**src/rtl/fc_pkg.sv**
```systemverilog
// Shared types and helpers for the fc_serializer bridge and its ReLU sub-module.
package fc_pkg;

  typedef enum logic [1:0] {eIDLE, eSEND} ser_state_e;

  localparam int FC_WORD_SIZE = 16;
  typedef logic signed [FC_WORD_SIZE-1:0] fc_word_t;

  // Word sits zero/sign-extended in a 64-bit container; msb selects the real sign bit.
  function automatic logic [63:0] fc_relu(input logic [63:0] word, input logic [5:0] msb);
    if (word[msb]) return '0;
    return word;
  endfunction

endpackage

```
**src/rtl/fc_serializer_if.sv**
```systemverilog
// Handshake bundle for fc_serializer: packed vector in (valid/yumi), serial words out (valid/ready).
interface fc_serializer_if #(
  parameter int WORD_SIZE    = 16,
  parameter int LAYER_HEIGHT = 2
);
  logic                                valid_i;
  logic                                yumi_o;
  logic [LAYER_HEIGHT*WORD_SIZE-1:0]   data_i;
  logic                                valid_o;
  logic                                ready_i;
  logic signed [WORD_SIZE-1:0]         data_o;
  logic                                last_o;

  modport slave  (input  valid_i, data_i, ready_i,
                  output yumi_o, valid_o, data_o, last_o);
  modport master (output valid_i, data_i, ready_i,
                  input  yumi_o, valid_o, data_o, last_o);
endinterface

```
**src/rtl/fc_relu_unit.sv**
```systemverilog
// Combinational ReLU on one signed word: negative words become zero.
module fc_relu_unit
  import fc_pkg::*;
#(
  parameter int WORD_SIZE = 16
) (
  input  logic signed [WORD_SIZE-1:0] i_word,
  output logic signed [WORD_SIZE-1:0] o_word
);

  assign o_word = WORD_SIZE'(fc_relu(64'(i_word), 6'(WORD_SIZE-1)));

endmodule

```
**src/rtl/fc_serializer.sv**
```systemverilog
// Parallel-to-serial bridge between fc layers, LSB word first.
// Optional build macro FC_SERIALIZER_RELU_EN applies ReLU to each outgoing word.
module fc_serializer
  import fc_pkg::*;
#(
  parameter int WORD_SIZE    = 16,
  parameter int LAYER_HEIGHT = 2,
  parameter int COUNT_BITS   = (LAYER_HEIGHT == 1) ? 1 : $clog2(LAYER_HEIGHT)
) (
  input logic            clk_i,
  input logic            reset_i,
  fc_serializer_if.slave bus
);

  localparam int                    BUF_W    = LAYER_HEIGHT * WORD_SIZE;
  localparam logic [COUNT_BITS-1:0] LAST_IDX = COUNT_BITS'(LAYER_HEIGHT - 1);

  typedef logic signed [WORD_SIZE-1:0] word_t;

  ser_state_e            r_ps;
  ser_state_e            w_ns;
  logic [COUNT_BITS-1:0] r_count;
  logic [BUF_W-1:0]      r_buf;
  logic                  w_is_last;
  logic                  w_yumi;
  logic                  w_valid;
  logic                  w_last;
  word_t                 w_word;
  word_t                 w_word_out;

  assign w_is_last = (r_count == LAST_IDX);

  always_ff @(posedge clk_i) begin
    if (reset_i) r_ps <= eIDLE;
    else         r_ps <= w_ns;
  end

  always_comb begin
    w_ns = r_ps;
    case (r_ps)
      eIDLE:   if (bus.valid_i) w_ns = eSEND;
      eSEND:   if (bus.ready_i && w_is_last) w_ns = eIDLE;
      default: w_ns = eIDLE;
    endcase
  end

  // valid_o follows ready_i directly: downstream counts words on valid alone.
  always_comb begin
    w_yumi  = 1'b0;
    w_valid = 1'b0;
    w_last  = 1'b0;
    w_word  = '0;
    if (r_ps == eIDLE) begin
      w_yumi = bus.valid_i;
    end else if (r_ps == eSEND) begin
      w_valid = bus.ready_i;
      w_last  = w_is_last;
      w_word  = r_buf[WORD_SIZE-1:0];
    end
  end

  always_ff @(posedge clk_i) begin
    if (reset_i) begin
      r_count <= '0;
      r_buf   <= '0;
    end else if (w_yumi) begin
      r_count <= '0;
      r_buf   <= bus.data_i;
    end else if (w_valid) begin
      r_count <= w_is_last ? '0 : r_count + COUNT_BITS'(1);
      r_buf   <= r_buf >> WORD_SIZE;
    end
  end

`ifdef FC_SERIALIZER_RELU_EN
  fc_relu_unit #(.WORD_SIZE(WORD_SIZE)) u_relu (
    .i_word (w_word),
    .o_word (w_word_out)
  );
`else
  assign w_word_out = w_word;
`endif

  assign bus.yumi_o  = w_yumi;
  assign bus.valid_o = w_valid;
  assign bus.data_o  = w_word_out;
  assign bus.last_o  = w_last;

endmodule

```
**src/flat_wrapper.sv**
```systemverilog
// flat-port wrapper written by rule: the top's interface ports become plain ports
module fc_serializer_flat import fc_pkg::*;
#(
  parameter int WORD_SIZE    = 16,
  parameter int LAYER_HEIGHT = 2,
  parameter int COUNT_BITS   = (LAYER_HEIGHT == 1) ? 1 : $clog2(LAYER_HEIGHT)
)
  (clk_i, reset_i, bus_valid_i, bus_data_i, bus_ready_i, bus_yumi_o, bus_valid_o, bus_data_o, bus_last_o);
  fc_serializer_if #(.WORD_SIZE(WORD_SIZE), .LAYER_HEIGHT(LAYER_HEIGHT)) bus_i ();
  input logic clk_i;
  input logic reset_i;
  input wire logic [$bits(bus_i.valid_i)-1:0] bus_valid_i;
  input wire logic [$bits(bus_i.data_i)-1:0] bus_data_i;
  input wire logic [$bits(bus_i.ready_i)-1:0] bus_ready_i;
  output wire logic [$bits(bus_i.yumi_o)-1:0] bus_yumi_o;
  output wire logic [$bits(bus_i.valid_o)-1:0] bus_valid_o;
  output wire logic [$bits(bus_i.data_o)-1:0] bus_data_o;
  output wire logic [$bits(bus_i.last_o)-1:0] bus_last_o;
  assign bus_i.valid_i = bus_valid_i;
  assign bus_i.data_i = bus_data_i;
  assign bus_i.ready_i = bus_ready_i;
  assign bus_yumi_o = bus_i.yumi_o;
  assign bus_valid_o = bus_i.valid_o;
  assign bus_data_o = bus_i.data_o;
  assign bus_last_o = bus_i.last_o;
  fc_serializer #(.WORD_SIZE(WORD_SIZE), .LAYER_HEIGHT(LAYER_HEIGHT), .COUNT_BITS(COUNT_BITS)) u_core (.clk_i(clk_i), .reset_i(reset_i), .bus(bus_i));
endmodule
```
**config.mk**
```make
export PLATFORM = sky130hd
export DESIGN_NAME = fc_serializer_flat
export DESIGN_NICKNAME = d
export VERILOG_FILES = /design/src/rtl/fc_pkg.sv /design/src/rtl/fc_serializer_if.sv /design/src/rtl/fc_relu_unit.sv /design/src/rtl/fc_serializer.sv /design/src/flat_wrapper.sv
export SDC_FILE = /design/constraint.sdc
export NUM_CORES = 1
export LEC_CHECK = 0
export CELL_PAD_IN_SITES_DETAIL_PLACEMENT = 1
export CELL_PAD_IN_SITES_GLOBAL_PLACEMENT = 1
export CORE_MARGIN = 2
export CORE_UTILIZATION = 33
export CTS_BUF_LIST = sky130_fd_sc_hd__clkbuf_2 sky130_fd_sc_hd__clkbuf_4 sky130_fd_sc_hd__clkbuf_8
export CTS_CLUSTER_SIZE = 8
export DETAILED_ROUTE_END_ITERATION = 8
export HOLD_SLACK_MARGIN = 0.15
export PLACE_DENSITY_LB_ADDON = 0.12
export SLEW_MARGIN = 10
export SYNTH_ARGS = -nofsm -noshare
export SYNTH_HDL_FRONTEND = slang
export SYNTH_SLANG_ARGS = --single-unit
export TNS_END_PERCENT = 30
```
**constraint.sdc**
```tcl
create_clock -name clk_i -period 1.5 [get_ports clk_i]
set_input_delay 0.3 -clock clk_i [delete_from_list [all_inputs] [get_ports clk_i]]
set_output_delay 0.3 -clock clk_i [all_outputs]
set_load 0.05 [all_outputs]
```
==> out/metrics.cfg, run 1 <==
[floorplan]
die_area_um2 = 5330
ios = 55
dieHeight_um = 73.0
core_um2 = 4660
row_count = 25
initial_core_util_pct = 33.7
die_x_um = 73.0

[outcome]
status = finished clean

[timing]
final_max_slew_viol_count = 0
fin_worst_skew_ps = 4.27
finalHoldViolations = 0
rsz0062_at_grt = yes
worst_pin_slew_ps = 252
slew_headroom_pct = 83.2
timing.final.ws_setup_ps = 34.3
period_share_pct = 97.7
whs_ps = 465
finalSetupViolCount = 0
period_needed_ps = 1470
max_freq_mhz = 682

[critical_path]
cp.required_ps = 1200
crit_path_end_kind = primary output
r2r_start = u_core.r_ps[0]
r2r_cells = 5
path_cells = buf_12, and2_1, buf_12
reg2reg_to = u_core.r_buf[8]
r2r_setup_slack_ps = 230
max_stage_delay_ps = 370
cp_common_cell = buf_12
critPathMaxFanout = 26
cp_data_arrival_time_ps = 1170
start_kind = flop
critPathKind = flop to primary output
slowest_stage = dfxtp_4

[pwr]
swShare_pct = 24.9
power_frac_clock_pct = 40.7
p_switching_mw = 0.642
p_int_mw = 1.94
p_per_area_nw_per_um2 = 1020
p_seq_share_pct = 38.7
cellLeakagePower_nw = 0.974
peakVddDrop_v = 0.000573
power_frac_comb_pct = 20.6

[worst_hold_path]
holdPathStages = 2
hold_path.class = flop to flop
holdCritStartpoint = u_core.r_buf[25]
min_to = u_core.r_buf[25]

[grt]
antenna_found_initial = 0
grtUsageTotal_pct = 18.3
grt_pass1_vias = 1529
grt_max_degree = 27
grt_pass1_wl_um = 7450
grt-ovfl-total = 0

[synth]
ys_ff_latch = 34
ys_seq_area_share_pct = 43.3
yosys_warnings = 0
yosys.cell_types.count = 21
synth_area_per_cell_um2 = 8.31
synth_area_um2 = 1570
syn_nets = 225
netlist_instances = 189

[cells_and_area]
multi_input_area_um2 = 781
layout.nets = 282
antennaDiodeCount = 0
fillCellCount = 545
drive_above_1_share_pct = 24.7
seqCellArea_um2 = 684
final_util_pct = 54.6
syn_to_final_growth_pct = 61.9

[route]
wirelength_um = 4610
vias = 1514
drtAntennaViolNets = 0
drt-pass1-iter-count = 4
drcViolationCount = 0
drt_iter0_drc = 61
viasPerCell = 5.03
wl_per_cell_um = 15.3

[clock_tree]
cts_num_sinks = 34
clkTransAtPathRegs_ps = 70
cts_buffers = 5
worstSkewPairLatency_ps = 290
cts_tree = built
cts-root-buf = clkbuf_8
clockBufferDepth = 2
htree_levels = 2

[placement]
dpl.hpwl_um = 3430
finalWeightedCongestion = 0.730
portBuffers = 54
dp_worst_setup_slack_ps = -109

[job]
maxCapViolations = 0

how the worst max path moves through the flow:
stage | depth (start not counted) | slack (ps) | from | end
3_3_place_gp | 4 | -20 | bus_ready_i | u_core.r_buf[12]
5_1_grt | 3 | -10 | u_core.r_ps[0] | bus_data_o[9]
3_5_place_dp | 4 | -110 | bus_ready_i | u_core.r_buf[13]
4_1_cts | 3 | 6 | u_core.r_ps[0] | bus_data_o[2]
2_1_floorplan | 3 | 140 | u_core.r_ps[0] | bus_data_o[0]
6_report | 3 | 30 | u_core.r_ps[0] | bus_data_o[5]
cell usage in the layout (no fill, tap or decap), drive strengths merged:
master / instances
a211oi: 1
dfxtp: 34
xor2: 1
clkdlybuf4s50: 34
nand2b: 2
and2: 17
nand2: 49
a311oi: 16
a21oi: 16
buf: 32
nand3: 16
nor3: 1
dlymetal6s2s: 1
nor2: 17
bufinv: 2
clkbuf: 6
inv: 2
repair_timing:
| action | 4_1_cts | 5_1_grt |
|---|---|---|
| setup endpoints to repair | 18 | 12 |
| resized for setup | 2 | 9 |
| setup buffers | 0 | 0 |
| hold buffers | 0 | 0 |
worst max-delay path, delay by kind of cell (launching register included):
| family | cells | cell delay (ps) |
|---|---|---|
| buffers and inverters | 2 | 320 |
| DFF | 1 | 370 |
| and+or+nand+nor | 1 | 190 |
routing by layer:
layer,track usage [%],wire [µm]
met1,23.2,2030
met2,30.5,2280
met3,4.70,244
met4,5.56,56
met5,0,0
synthesized netlist by cell type:
library cell,number,area (µm²)
nand2_1,48,180
dfxtp_1,34,681
and2_1,17,106
nor2_1,17,63.8
a21oi_1,16,80.1
nand3_1,16,80.1
a311oi_2,10,150
buf_2,8,40.0
a311oi_1,6,52.6
buf_6,4,45.0
buf_4,3,22.5
a211oi_1,1,7.51
clkbuf_1,1,3.75
clkbuf_2,1,5.00
inv_1,1,3.75
inv_2,1,3.75
nand2_4,1,11.3
nand2b_1,1,6.26
nand2b_4,1,13.8
nor3_1,1,5.00
xor2_1,1,8.76
cell families (layout without fill, tap and decap cells):
logic type / after synthesis / count (layout) / synth area share, %
and+or+nand+nor: 102 / 102 / 29.7
DFF: 34 / 34 / 43.3
AOI/OAI and AO/OA: 33 / 33 / 18.5
buffers and inverters: 19 / 77 / 7.89
xor gates and xnor gates: 1 / 1 / 0.558
sequential cells by signal (all words and copies together), names as in the netlist:
| signal | cells |
|---|---|
| u_core.r_ps | 1 |
| u_core.r_count | 1 |
| u_core.r_buf | 32 |
power groups by stage:
stage               combinational, mW  sequential, mW  clock (mW)
global placement                0.515            1.01           0
floorplan                       0.284            1.00           0
CTS                             0.531            1.00        1.08
detailed placement              0.527            1.02           0
finish                          0.532            1.00        1.05
global route                    0.568            1.01        1.12
layout make-up:
| type | count | area share, % |
|---|---|---|
| well taps | 54 | 2.66 |
| flip-flops and latches | 34 | 26.9 |
| inverters | 2 | 0.295 |
| multi-input cells | 136 | 30.7 |
| repair buffers | 67 | 33.8 |
| clock buffers | 6 | 3.25 |
| clock inverters | 2 | 2.36 |
through the flow:
step           power (mW)  cells  TNS [ps]  area [µm²]
6_report             2.58    301         0        2540
5_1_grt              2.70    301     -23.9        2540
4_1_cts              2.61    301         0        2520
3_5_place_dp         1.55    293     -1090        2370
3_3_place_gp         1.53    293      -153        2370
2_1_floorplan        1.29    189         0        1570
No activity file was read; power rests on OpenSTA's default activity.
==> run 2, diff against run 1 <==
==> constraint.sdc (replaced) <==
create_clock -name clk_i -period 1.5 [get_ports clk_i]
set_input_delay 0.225 -clock clk_i [delete_from_list [all_inputs] [get_ports clk_i]]
set_output_delay 0.225 -clock clk_i [all_outputs]
set_load 0.05 [all_outputs]
==> run 2 against run 1 <==
Against the previous run:
- flip-flop and latch count unchanged
- via count decreased by 0.53%
- wire length decreased by 0.76%
- power decreased by 14%
- final cell count increased by 0.33%
- worst hold slack got worse by 2.2 ps
- maximum frequency increased by 3.4%
- critical endpoint is now bus_valid_o
==> out/metrics.cfg, run 2 (synthesis results as in run 1) <==
[timing]
worst_pin_slew_ps = 249
final_max_slew_viol_count = 0
finalSetupViolCount = 0
period_needed_ps = 1420
period_share_pct = 94.5
slew_headroom_pct = 83.3
max_freq_mhz = 706
finalHoldViolations = 0
fin_worst_skew_ps = 5.34
rsz0062_at_grt = no

[grt]
grt_max_degree = 25
antenna_found_initial = 0
gr-usage-met3_pct = 4.83
grt_pass1_wl_um = 7510
grt_util_met1_pct = 22.9
grtUsageTotal_pct = 18.7
grt_pass1_vias = 1556
grt-busiest-layer = met2
met2_usage_pct = 31.3
grt-ovfl-total = 0

[clock_tree]
cts_num_sinks = 34
worstSkewPairLatency_ps = 280
cts_setup_buffers = 0
htree_levels = 2
cts_resized = 3
cts_tree = built
clockBufferDepth = 2
clkTransAtPathRegs_ps = 70
holdBufCountCts = 0
cts_buffers = 5
cts-root-buf = clkbuf_8

[floorplan]
initial_core_util_pct = 33.7
die_x_um = 73.0
die_area_um2 = 5330
row_count = 25
core_um2 = 4660
ios = 55
dieHeight_um = 73.0

[critical_path]
cp.required_ps = 1270
crit_path_end_kind = primary output
critPathKind = flop to primary output
cp_data_arrival_time_ps = 1190
start_kind = flop
critPathMaxFanout = 15

[cells_and_area]
finalInstanceArea_um2 = 2480
layout.nets = 283
mostFrequentLayoutCell = nand2_1
antennaDiodeCount = 0
drive_above_1_share_pct = 22.6
largest_reg_flops = 32
layoutNonFillerInstCount = 302
top_regs = u_core.r_buf (32), u_core.r_count (1), u_core.r_ps (1)
top_register = u_core.r_buf
final_cell_mix = 48 x nand2_1, 35 x clkdlybuf4s50_1, 33 x dfxtp_1, 21 x buf_12, 17 x nor2_1
syn_to_final_growth_pct = 58.2

[placement]
finalWeightedCongestion = 0.773
placed_cell_area_um2 = 2380
dpl.hpwl_um = 3640
portBuffers = 54
dpl.cell_count = 294

[pwr]
cellLeakagePower_nw = 0.947
peakVddDrop_v = 0.000531
p_per_area_nw_per_um2 = 898

[route]
drcViolationCount = 0
wirelength_um = 4570
drt_iter0_drc = 43
drt-pass1-iter-count = 4
wl_per_cell_um = 15.1
viasPerCell = 4.99
vias = 1506
drtAntennaViolNets = 0

[worst_hold_path]
hold_path.class = flop to flop

[job]
maxCapViolations = 0

[outcome]
status = finished clean

## run 2: worst max-delay path: stages (launching register included)
cell and delay [ps]:
dfxtp_2 370, buf_6 170, nand2_4 100, inv_1 120, buf_12 140
## run 2: worst paths after layout
| kind | start | endpoint | slack, ps | depth (start not counted) |
|---|---|---|---|---|
| hold / removal | u_core.r_buf[29] | u_core.r_buf[29] | 460 | 2 |
| hold reg to reg | u_core.r_buf[29] | u_core.r_buf[29] | 460 | 2 |
| setup / recovery | u_core.r_ps[0] | bus_valid_o | 80 | 4 |
| setup reg to reg | u_core.r_ps[0] | u_core.r_buf[9] | 270 | 5 |
## run 2: metal layers
layer	part of all wire [%]	wire [µm]	up-vias
met5	0	0	-
met3	4.3	195	4
met4	1.2	57	0
met2	51	2310	48
li1	-	-	750
met1	44	2010	704
## run 2: where the power goes
group          internal (mW)  total [mW]  switching (mW)
combinational          0.266       0.530           0.263
clock                  0.388       0.702           0.314
sequential             0.964       0.999          0.0347
total                   1.62        2.23           0.612
## run 2: layout make-up
| cell class | count | area (µm²) |
|---|---|---|
| sequential | 34 | 682 |
| fill | 541 | 2180 |
| tap | 54 | 67.6 |
| inverter | 2 | 7.51 |
| clock buffer | 7 | 90.1 |
| timing repair buffer | 68 | 865 |
| clock inverter | 1 | 5.00 |
| multi-input combinational | 136 | 768 |
## run 2: per-stage QoR
stage                     setup slack (ps)  utilization, %  TNS (ps)  power (mW)  hold WS, ps
after floorplan                        210               -         0        1.29          360
after global placement                59.8            51.1         0        1.53          445
after detailed placement             -18.8            51.1     -34.6        1.55          452
after CTS                             56.4            53.3         0        2.26          462
after global routing                  2.35            53.3         0        2.34          490
final                                 82.9            53.3         0        2.23          463
==> run 3, diff against run 2 <==
--- a/config.mk
+++ b/config.mk
@@ -5,12 +5,12 @@
 export SDC_FILE = /design/constraint.sdc
 export NUM_CORES = 1
 export LEC_CHECK = 0
+export CAP_MARGIN = 10
 export CELL_PAD_IN_SITES_DETAIL_PLACEMENT = 1
 export CELL_PAD_IN_SITES_GLOBAL_PLACEMENT = 1
 export CORE_MARGIN = 2
 export CORE_UTILIZATION = 33
 export CTS_BUF_LIST = sky130_fd_sc_hd__clkbuf_2 sky130_fd_sc_hd__clkbuf_4 sky130_fd_sc_hd__clkbuf_8
-export CTS_CLUSTER_SIZE = 8
 export DETAILED_ROUTE_END_ITERATION = 8
 export HOLD_SLACK_MARGIN = 0.15
 export PLACE_DENSITY_LB_ADDON = 0.12
==> results of run 3 <==
No change in the layout: final DEF, timing and power equal those of run 2.
